### src/rtl/inst_fetch_queue_pkg.sv
// Shared widths, reset address and the fetch-entry layout for the instruction
// fetch front end.
package inst_fetch_queue_pkg;

  localparam int INST_ADDR_BUS_W = 32;
  localparam int INST_BUS_W      = 32;

  localparam logic [INST_ADDR_BUS_W-1:0] DEFAULT_RESET_PC = 32'hBFC0_0000;

  typedef logic [INST_ADDR_BUS_W-1:0] inst_addr_t;
  typedef logic [INST_BUS_W-1:0]      inst_t;

  typedef struct packed {
    inst_addr_t pc;
    inst_t      inst;
  } fetch_entry_t;

endpackage

### src/rtl/inst_fetch_queue_sync_fifo.sv
// Single-clock FIFO with flush, occupancy count and a registered head entry
// visible without a read strobe.
module sync_fifo #(
  parameter int WIDTH = 64,
  parameter int DEPTH = 4
) (
  input  logic                       clk,
  input  logic                       rst,
  input  logic                       flush,
  input  logic                       push,
  input  logic [WIDTH-1:0]           push_data,
  input  logic                       pop,
  output logic                       head_valid,
  output logic [WIDTH-1:0]           head_data,
  output logic [$clog2(DEPTH):0]     count
);

  localparam int PTR_W = $clog2(DEPTH);
  localparam int CNT_W = PTR_W + 1;

  logic [WIDTH-1:0] mem_q [DEPTH];
  logic [PTR_W-1:0] rd_ptr_q, rd_ptr_d;
  logic [PTR_W-1:0] wr_ptr_q, wr_ptr_d;
  logic [CNT_W-1:0] count_q, count_d;
  logic             do_push;
  logic             do_pop;

  always_comb begin
    do_pop   = pop & (count_q != '0);
    do_push  = push & ((count_q != CNT_W'(DEPTH)) | do_pop);
    rd_ptr_d = rd_ptr_q;
    wr_ptr_d = wr_ptr_q;
    count_d  = count_q;
    if (flush) begin
      rd_ptr_d = '0;
      wr_ptr_d = '0;
      count_d  = '0;
    end else begin
      if (do_pop)  rd_ptr_d = rd_ptr_q + PTR_W'(1);
      if (do_push) wr_ptr_d = wr_ptr_q + PTR_W'(1);
      case ({do_push, do_pop})
        2'b10:   count_d = count_q + CNT_W'(1);
        2'b01:   count_d = count_q - CNT_W'(1);
        default: count_d = count_q;
      endcase
    end
  end

  always_ff @(posedge clk) begin
    if (rst) begin
      rd_ptr_q <= '0;
      wr_ptr_q <= '0;
      count_q  <= '0;
    end else begin
      rd_ptr_q <= rd_ptr_d;
      wr_ptr_q <= wr_ptr_d;
      count_q  <= count_d;
    end
  end

  // Storage needs no reset: count gates every use of it.
  always_ff @(posedge clk) begin
    if (do_push && !flush) mem_q[wr_ptr_q] <= push_data;
  end

  assign head_valid = (count_q != '0);
  assign head_data  = mem_q[rd_ptr_q];
  assign count      = count_q;

endmodule

### src/rtl/inst_fetch_queue.sv
// Instruction fetch front end: sequential fetch PC, fixed-latency SRAM tag
// pipe with credit-based issue, and a decode-side FIFO with redirect flush.
module inst_fetch_queue
  import inst_fetch_queue_pkg::*;
#(
  parameter int              ADDR_W   = INST_ADDR_BUS_W,
  parameter int              DATA_W   = INST_BUS_W,
  parameter int              DEPTH    = 4,
  parameter int              SRAM_LAT = 1,
  parameter logic [ADDR_W-1:0] RESET_PC = DEFAULT_RESET_PC
) (
  input  logic                     clk,
  input  logic                     rst,
  input  logic                     redirect_valid,
  input  logic [ADDR_W-1:0]        redirect_pc,
  output logic                     inst_sram_en,
  output logic [ADDR_W-1:0]        inst_sram_addr,
  input  logic [DATA_W-1:0]        inst_sram_rdata,
  output logic                     out_valid,
  input  logic                     out_ready,
  output logic [ADDR_W-1:0]        out_pc,
  output logic [DATA_W-1:0]        out_inst,
  output logic [$clog2(DEPTH):0]   occupancy
);

  localparam int OCC_W = $clog2(DEPTH) + 1;
  localparam int CNT_W = OCC_W + 1;

  logic [ADDR_W-1:0]        fetch_pc_q, fetch_pc_d;
  logic [SRAM_LAT-1:0]      tag_vld_q, tag_vld_d;
  logic [ADDR_W-1:0]        tag_pc_q [SRAM_LAT];
  logic [ADDR_W-1:0]        tag_pc_d [SRAM_LAT];
  logic [CNT_W-1:0]         inflight;
  logic [CNT_W-1:0]         credit_used;
  logic [OCC_W-1:0]         fifo_count;
  logic [ADDR_W+DATA_W-1:0] head_data;
  logic                     head_valid;
  logic                     flush;
  logic                     issue;
  logic                     pop;
  logic                     push;

  always_comb begin
    inflight = '0;
    for (int i = 0; i < SRAM_LAT; i++) begin
      inflight = inflight + CNT_W'(tag_vld_q[i]);
    end
  end

  assign pop   = head_valid & out_ready;
  assign flush = rst | redirect_valid;

  // Buffered entries plus reads in flight consume credits; a pop this cycle
  // returns one immediately, which is what makes issue depend on out_ready.
  assign credit_used = CNT_W'(fifo_count) + inflight - CNT_W'(pop);
  assign issue       = !flush & (credit_used < CNT_W'(DEPTH));
  assign push        = tag_vld_q[SRAM_LAT-1] & !flush;

  always_comb begin
    fetch_pc_d = fetch_pc_q;
    tag_vld_d  = tag_vld_q;
    for (int i = 0; i < SRAM_LAT; i++) begin
      tag_pc_d[i] = tag_pc_q[i];
    end
    tag_vld_d[0] = issue;
    tag_pc_d[0]  = fetch_pc_q;
    for (int i = 1; i < SRAM_LAT; i++) begin
      tag_vld_d[i] = tag_vld_q[i-1];
      tag_pc_d[i]  = tag_pc_q[i-1];
    end
    if (issue) fetch_pc_d = fetch_pc_q + ADDR_W'(4);
    if (redirect_valid) begin
      fetch_pc_d = redirect_pc & ~ADDR_W'(3);
      tag_vld_d  = '0;
    end
  end

  always_ff @(posedge clk) begin
    if (rst) begin
      fetch_pc_q <= RESET_PC;
      tag_vld_q  <= '0;
    end else begin
      fetch_pc_q <= fetch_pc_d;
      tag_vld_q  <= tag_vld_d;
    end
  end

  always_ff @(posedge clk) begin
    tag_pc_q <= tag_pc_d;
  end

  sync_fifo #(
    .WIDTH (ADDR_W + DATA_W),
    .DEPTH (DEPTH)
  ) u_fifo (
    .clk        (clk),
    .rst        (rst),
    .flush      (flush),
    .push       (push),
    .push_data  ({tag_pc_q[SRAM_LAT-1], inst_sram_rdata}),
    .pop        (pop),
    .head_valid (head_valid),
    .head_data  (head_data),
    .count      (fifo_count)
  );

  assign inst_sram_en     = issue;
  assign inst_sram_addr   = fetch_pc_q;
  assign out_valid        = head_valid;
  assign out_pc           = head_data[ADDR_W+DATA_W-1:DATA_W];
  assign out_inst         = head_data[DATA_W-1:0];
  assign occupancy        = fifo_count;

endmodule

### config.mk
export PLATFORM = sky130hd
export DESIGN_NAME = inst_fetch_queue
export DESIGN_NICKNAME = d
export VERILOG_FILES = /design/src/rtl/inst_fetch_queue_pkg.sv /design/src/rtl/inst_fetch_queue_sync_fifo.sv /design/src/rtl/inst_fetch_queue.sv
export SDC_FILE = /design/constraint.sdc
export NUM_CORES = 1
export LEC_CHECK = 0
export ABC_AREA = 1
export ABC_CLOCK_PERIOD_IN_PS = 5100
export BUFFER_PORTS_ARGS = -buffer_cell sky130_fd_sc_hd__buf_4
export CAP_MARGIN = 40
export CORE_MARGIN = 2
export CORE_UTILIZATION = 50
export CTS_CLUSTER_DIAMETER = 30
export CTS_CLUSTER_SIZE = 12
export DETAILED_ROUTE_END_ITERATION = 8
export MAX_ROUTING_LAYER = met4
export PLACE_DENSITY_LB_ADDON = 0.1
export SLEW_MARGIN = 20
export SYNTH_ARGS = -nofsm -noshare
export SYNTH_HDL_FRONTEND = slang
export SYNTH_HIERARCHICAL = 1
export SYNTH_SLANG_ARGS = --single-unit
### constraint.sdc
create_clock -name clk -period 5.1 [get_ports clk]
set_clock_uncertainty 0.1 [all_clocks]
set_input_delay 0.51 -clock clk [delete_from_list [all_inputs] [get_ports clk]]
set_output_delay 0.51 -clock clk [all_outputs]
set_load 0.005 [all_outputs]
# --- Word level (Yosys, flattened, before mapping) ---
# Memories as Yosys holds them, arrays and structs flattened. A register that Yosys moved wholly into a read port is not among the register bits.
# Index checks and enable logic that the tools add are counted.
classes:
  n_addsub: 7
  magnitude_cmp: 1
  n_eq_ne: 3
  mux: 7
  bitwise_logic: 7
  reduce_logical: 7
op_table:
  columns: ["operator", "n"]
  rows:
  - ["2-to-1 mux 32 bit", 2]
  - ["adder 32 x 3 -> 32 bit, second input constant", 1]
  - ["case mux 3 bit (2 select lines)", 1]
  - ["AND 1 bit", 5]
  - ["adder 2 x 1 -> 2 bit, second input constant", 2]
  - ["adder 3 x 1 -> 4 bit", 1]
  - ["less-than comparator 4 x 3 -> 1 bit, second input constant", 1]
  - ["2-to-1 mux 2 bit", 2]
  - ["nonzero test 2 bit", 2]
  - ["OR reduction 2 bit", 2]
  - ["subtractor 4 x 1 -> 4 bit", 1]
  - ["adder 3 x 1 -> 3 bit, second input constant", 1]
  - ["inequality test 3 bit, second input constant", 1]
  - ["nonzero test 3 bit", 1]
  - ["subtractor 3 x 1 -> 3 bit, second input constant", 1]
  - ["== test 2 x 1 -> 1 bit, second input constant", 1]
  - ["== test 2 bit, second input constant", 1]
  - ["2-to-1 mux 1 bit", 2]
  - ["OR 1 bit", 2]
  - ["logical AND 1 bit", 1]
  - ["logical NOT 1 bit", 1]
word_totals:
  ff_bits: 72
  mem_bits_rw: 256
  in_bits: 68
  out_inout_bits: 101
  elab_cells: 40
  memories: 1
mem_list:
  columns: ["name", "words", "width", "rd", "rd_ports_with_merged_regs", "wr", "line_no", "text"]
  rows:
  - ["u_fifo.mem_q", 4, 64, 1, 1, 1, "inst_fetch_queue_sync_fifo.sv:21", "logic [WIDTH-1:0] mem_q [DEPTH];"]

# --- Depth between registers and ports, before layout ---
logic_depth:
  depth_word: 8
  ltp_mapped: 19
  depth_no_buf: 18

# --- Hierarchy ---
# Netlist, hierarchy kept.
modules_own_cells:
  columns: ["module", "n_inst", "cells_per_inst", "area_each_um2", "seq_area_each_um2"]
  rows:
  - ["sync_fifo", 1, 685, 9998.3, 7867.5]
  - ["inst_fetch_queue", 1, 441, 3124.2, 1221.2]

# --- Worst setup path before layout ---
# Ideal clock, no wire load.
synth_timing:
  kind: "input to register"
  from: "input redirect_valid"
  to: "memory u_fifo.mem_q[0][0], enable pin"
  setup_time_ns: 0.486
  arrival_time_ns: 4.158
  required_ns: 4.514
  setup_slack_ns: 0.356
  cell_stages: 7
  path_buffers: 1
  cell_sequence: "buf_2 > nor2_1 > inv_1 > nor2_1 > o21ai_2 > or2_1 > nor2_1"
synth_between:
  elab_chain_cells: 7
synth_lines:
  columns: ["item", "line_no", "text"]
  rows:
  - ["start: declaration", "inst_fetch_queue.sv:14", "input logic redirect_valid,"]
  - ["OR 1 bit", "inst_fetch_queue.sv:51", "assign flush = rst | redirect_valid;"]
  - ["named net flush", "inst_fetch_queue.sv:38", "logic flush;"]
  - ["logical NOT 1 bit", "inst_fetch_queue.sv:57", "assign push = tag_vld_q[SRAM_LAT-1] & !flush;"]
  - ["AND 1 bit", "inst_fetch_queue.sv:57", null]
  - ["named net push", "inst_fetch_queue.sv:41", "logic push;"]
  - ["AND 1 bit", "inst_fetch_queue_sync_fifo.sv:30", "do_push = push & ((count_q != CNT_W'(DEPTH)) | do_pop);"]
  - ["logical AND 1 bit", "inst_fetch_queue_sync_fifo.sv:63", "if (do_push && !flush) mem_q[wr_ptr_q] <= push_data;"]
  - ["2-to-1 mux 1 bit", "inst_fetch_queue_sync_fifo.sv:63", null]
  - ["2-to-1 mux 1 bit (not written as such)", "inst_fetch_queue_sync_fifo.sv:63", null]
  - ["end: declaration", "inst_fetch_queue_sync_fifo.sv:21", null]
# The timed path passes the listed nets, and every way through them passes these cells.

# --- Worst setup path after layout ---
layout_timing:
  from: "register u_fifo.count_q[2] (netlist: u_fifo/count[2])"
  to: "output inst_sram_en"
layout_between:
  elab_chain_cells: 5
  word_cells_on_any_way: 6
  cone_classes: "2 x add/sub; 1 x order compare; 2 x bitwise; 1 x reduce/logical"
layout_lines:
  columns: ["item", "line_no", "text"]
  rows:
  - ["start: declaration", "inst_fetch_queue_sync_fifo.sv:24", "logic [CNT_W-1:0] count_q, count_d;"]
  - ["start signal: assignment", "inst_fetch_queue_sync_fifo.sv:57", "count_q <= count_d;"]
  - ["nonzero test 3 bit", "inst_fetch_queue_sync_fifo.sv:66", "assign head_valid = (count_q != '0);"]
  - ["AND 1 bit", "inst_fetch_queue.sv:50", "assign pop = head_valid & out_ready;"]
  - ["named net pop", "inst_fetch_queue.sv:40", "logic pop;"]
  - ["subtractor 4 x 1 -> 4 bit", "inst_fetch_queue.sv:55", "assign credit_used = CNT_W'(fifo_count) + inflight - CNT_W'(pop);"]
  - ["less-than comparator 4 x 3 -> 1 bit", "inst_fetch_queue.sv:56", "assign issue = !flush & (credit_used < CNT_W'(DEPTH));"]
  - ["AND 1 bit", "inst_fetch_queue.sv:56", null]
  - ["end: declaration", "inst_fetch_queue.sv:16", "output logic inst_sram_en,"]
# The timed path passes the listed nets, and every way through them passes these cells.

==> impl_metrics.ini <==
[outcome]
status = finished, final reports clean

[power]
max-vdd-ir-drop_v = 0.0002717
p_per_area_mw_per_mm2 = 426.3
leakagePower_uw = 0.006175
total_power_uw = 7113

[detailed_routing]
vias = 8956
detail_route.wl_per_cell_um = 16.96
drc = 0
routed_via_density = 5.259
drt-pass1-iter-count = 6
drt_iter0_drc = 566
drt-total-wl_um = 28890
postRouteAntennaNets = 0

[placed_design]
port_buffers = 164
dp_cells = 1592
hpwl_um = 17320
routabilityCongestion = 0.8995
dpl_cell_area_mm2 = 0.01461

[setup_path]
end_kind = output pin
critical_path_class = reg2out
slowest_delay_ps = 440
crit_fanout = 24
startpoint_type = flip-flop
crit_buf_inv = 4
critPathArrivalTime_ps = 2970
slowest_stage = dfxtp_1
crit_top_cell = nand2_1
path_cells = inv_1, nand2_2, nand2_1, inv_1, ha_1, inv_1, ha_1, nand3_1, nand2_1, nand2_1, nand2_1, nand2_4, nor2_8, buf_4
path_delay_family = simple AND/OR/NAND/NOR gates
crit_required_ps = 4490

[sta]
finalCritPeriodShare_pct = 70.21
finalMaxSlewViolations = 0
tns_ps = 0
relSlewSlack_pct = 50.39
setup_viol = 0
finalHoldViolCount = 0
rsz0062_at_grt = no
worstMarginPinSlew_ps = 744.1
max_freq_mhz = 279.3
fin_crit_ps = 3581

[clocking]
cts_setup_buffers = 0
root_buffer = clkbuf_16
post_cts_resize_count = 0
hold_buffers = 0
cts_tree = yes
clock_path_buffers = 3
clock_sinks = 326
htreeDepth = 2
worstSkewPairLatency_ps = 580
cts_made_buffers = 59
clkTransAtPathRegs_ps = 50

[final_layout]
utilization_pct = 64.40
area_growth_syn_to_layout_pct = 27.15
insertedDiodeCount = 0
fin_nets = 1395
layout-drive-gt1-share_pct = 24.63
stdcell_area_mm2 = 0.01669
stdcell_count = 1703

[yosys]
netlist_instances = 1126
synth-seq-cells = 326
ys.warnings.count = 6
ys_seq_area_share_pct = 69.26
netlist_area_mm2 = 0.01312
ys_types = 45
ys.flop_type = edfxtp_1
avgSynthCellArea_um2 = 11.65
synth_edf_count = 256
async_reset_ff_share_pct = 0

[floorplan]
io_pins = 169
core_area_mm2 = 0.02591
start_util_pct = 50.64
die_w_um = 166.0
rows = 59
die_y_um = 166.0
dieArea_mm2 = 0.02756

[run]
cap_violations = 0

[global_route]
grt_pass1_vias = 8635
grt_pass1_wl_um = 45190
antenna_found_initial = 0
grt_overflow = 0
grt_max_degree = 65
track_usage_pct = 21.13

[hold_path]
hold_class = in2reg
==> routing by layer <==
| metal | share of wire, % | vias to the layer above | global-route usage, % |
|---|---|---|---|
| li1 | - | 4372 | - |
| met1 | 45 | 4260 | 27.66 |
| met2 | 47 | 277 | 33.54 |
| met3 | 6.0 | 47 | 4.099 |
| met4 | 2.1 | 0 | 6.919 |
| met5 | 0 | - | - |
==> path summary, 6_finish.rpt <==
check,from,to,slack (ps),cells past startpoint
setup reg to reg,u_fifo/count[2]$_SDFFE_PP0P_,u_fifo/mem_q[3][40]$_DFFE_PP_,2150,8
hold reg to reg,inst_sram_addr[28]$_SDFFE_PP1P_,tag_pc_q[28]$_DFF_P_,340,0
setup / recovery,u_fifo/count[2]$_SDFFE_PP0P_,inst_sram_en,1520,14
hold / removal,inst_sram_rdata[15],u_fifo/mem_q[1][15]$_DFFE_PP_,30,1
==> through the flow <==
| stage | worst slack, ps | hold WS (ps) |
|---|---|---|
| 2_1_floorplan | 355.9 | 285.7 |
| 5_1_grt | 1313 | 19.71 |
| 4_1_cts | 1508 | 14.16 |
| 3_5_place_dp | 1702 | 330.4 |
| 6_report | 1519 | 34.87 |
| 3_3_place_gp | 1731 | 328.3 |
==> layout make-up <==
cell class	count	area (um2)
Inverter	56	212.7
Clock buffer	68	1551
Clock inverter	43	526.8
Multi-Input combinational cell	697	3501
Tap cell	335	419.2
Sequential cell	326	9094
Fill cell	2012	9225
Timing Repair Buffer	178	1381
==> cell usage in the layout, fill, tap and decap left out, drive strengths merged, types with 5 or more instances in the layout <==
cell type / count
clkinv: 16
a21oi: 35
a21boi: 8
inv: 68
nand2: 170
conb: 10
clkbuf: 68
bufinv: 8
nand4: 5
ha: 8
clkinvlp: 7
nand3: 41
edfxtp: 256
nor2: 187
buf: 178
dfxtp: 70
o22ai: 64
o21ai: 143
xor2: 6
==> cells in the mapped netlist, drive strengths merged, types with 2 or more instances <==
master | count | share of area (%)
edfxtp | 256 | 59
nor2 | 187 | 5.8
nand2 | 170 | 5.4
o21ai | 143 | 5.5
dfxtp | 70 | 11
o22ai | 64 | 3.1
inv | 55 | 1.6
nand3 | 41 | 1.7
a21oi | 35 | 1.6
buf | 33 | 2.2
clkbuf | 23 | 0.69
a21boi | 8 | 0.46
ha | 8 | 0.76
xor2 | 6 | 0.40
nand4 | 5 | 0.24
xnor2 | 4 | 0.27
nand3b | 3 | 0.17
nor3 | 3 | 0.15
o211ai | 3 | 0.17
o21bai | 2 | 0.11
==> cell families after synthesis <==
family	share of synthesized area (%)
compound gates	10.98
xor+xnor	0.6674
fa+ha+maj	0.9154
buf+inv	4.548
flops	69.26
other cells	0.02858
simple gates	13.60
==> worst reg2reg max path, delay by kind of cell (launching register included) <==
| kind | cells | cell delay (ps) |
|---|---|---|
| DFF | 1 | 440 |
| AOI/OAI and AO/OA | 1 | 110 |
| and+or+nand+nor | 4 | 1140 |
| buffers and inverters | 3 | 810 |
==> flip-flops by register name, indices dropped and copies added (netlist names), named ones only <==
signal           count
u_fifo/rd_ptr_q      2
tag_pc_q            30
tag_vld_q            1
inst_sram_addr      30
u_fifo/count         3
u_fifo/mem_q       256
u_fifo/wr_ptr_q      2
==> power breakdown <==
group	leakage, uW	internal (uW)	switching [uW]
registers	0.00283	2910	56.2
clock network	0.00100	2620	1340
logic	0.00235	90.9	95.4
total	0.00617	5620	1490
Note: power is estimated with default switching activity, not from simulation.
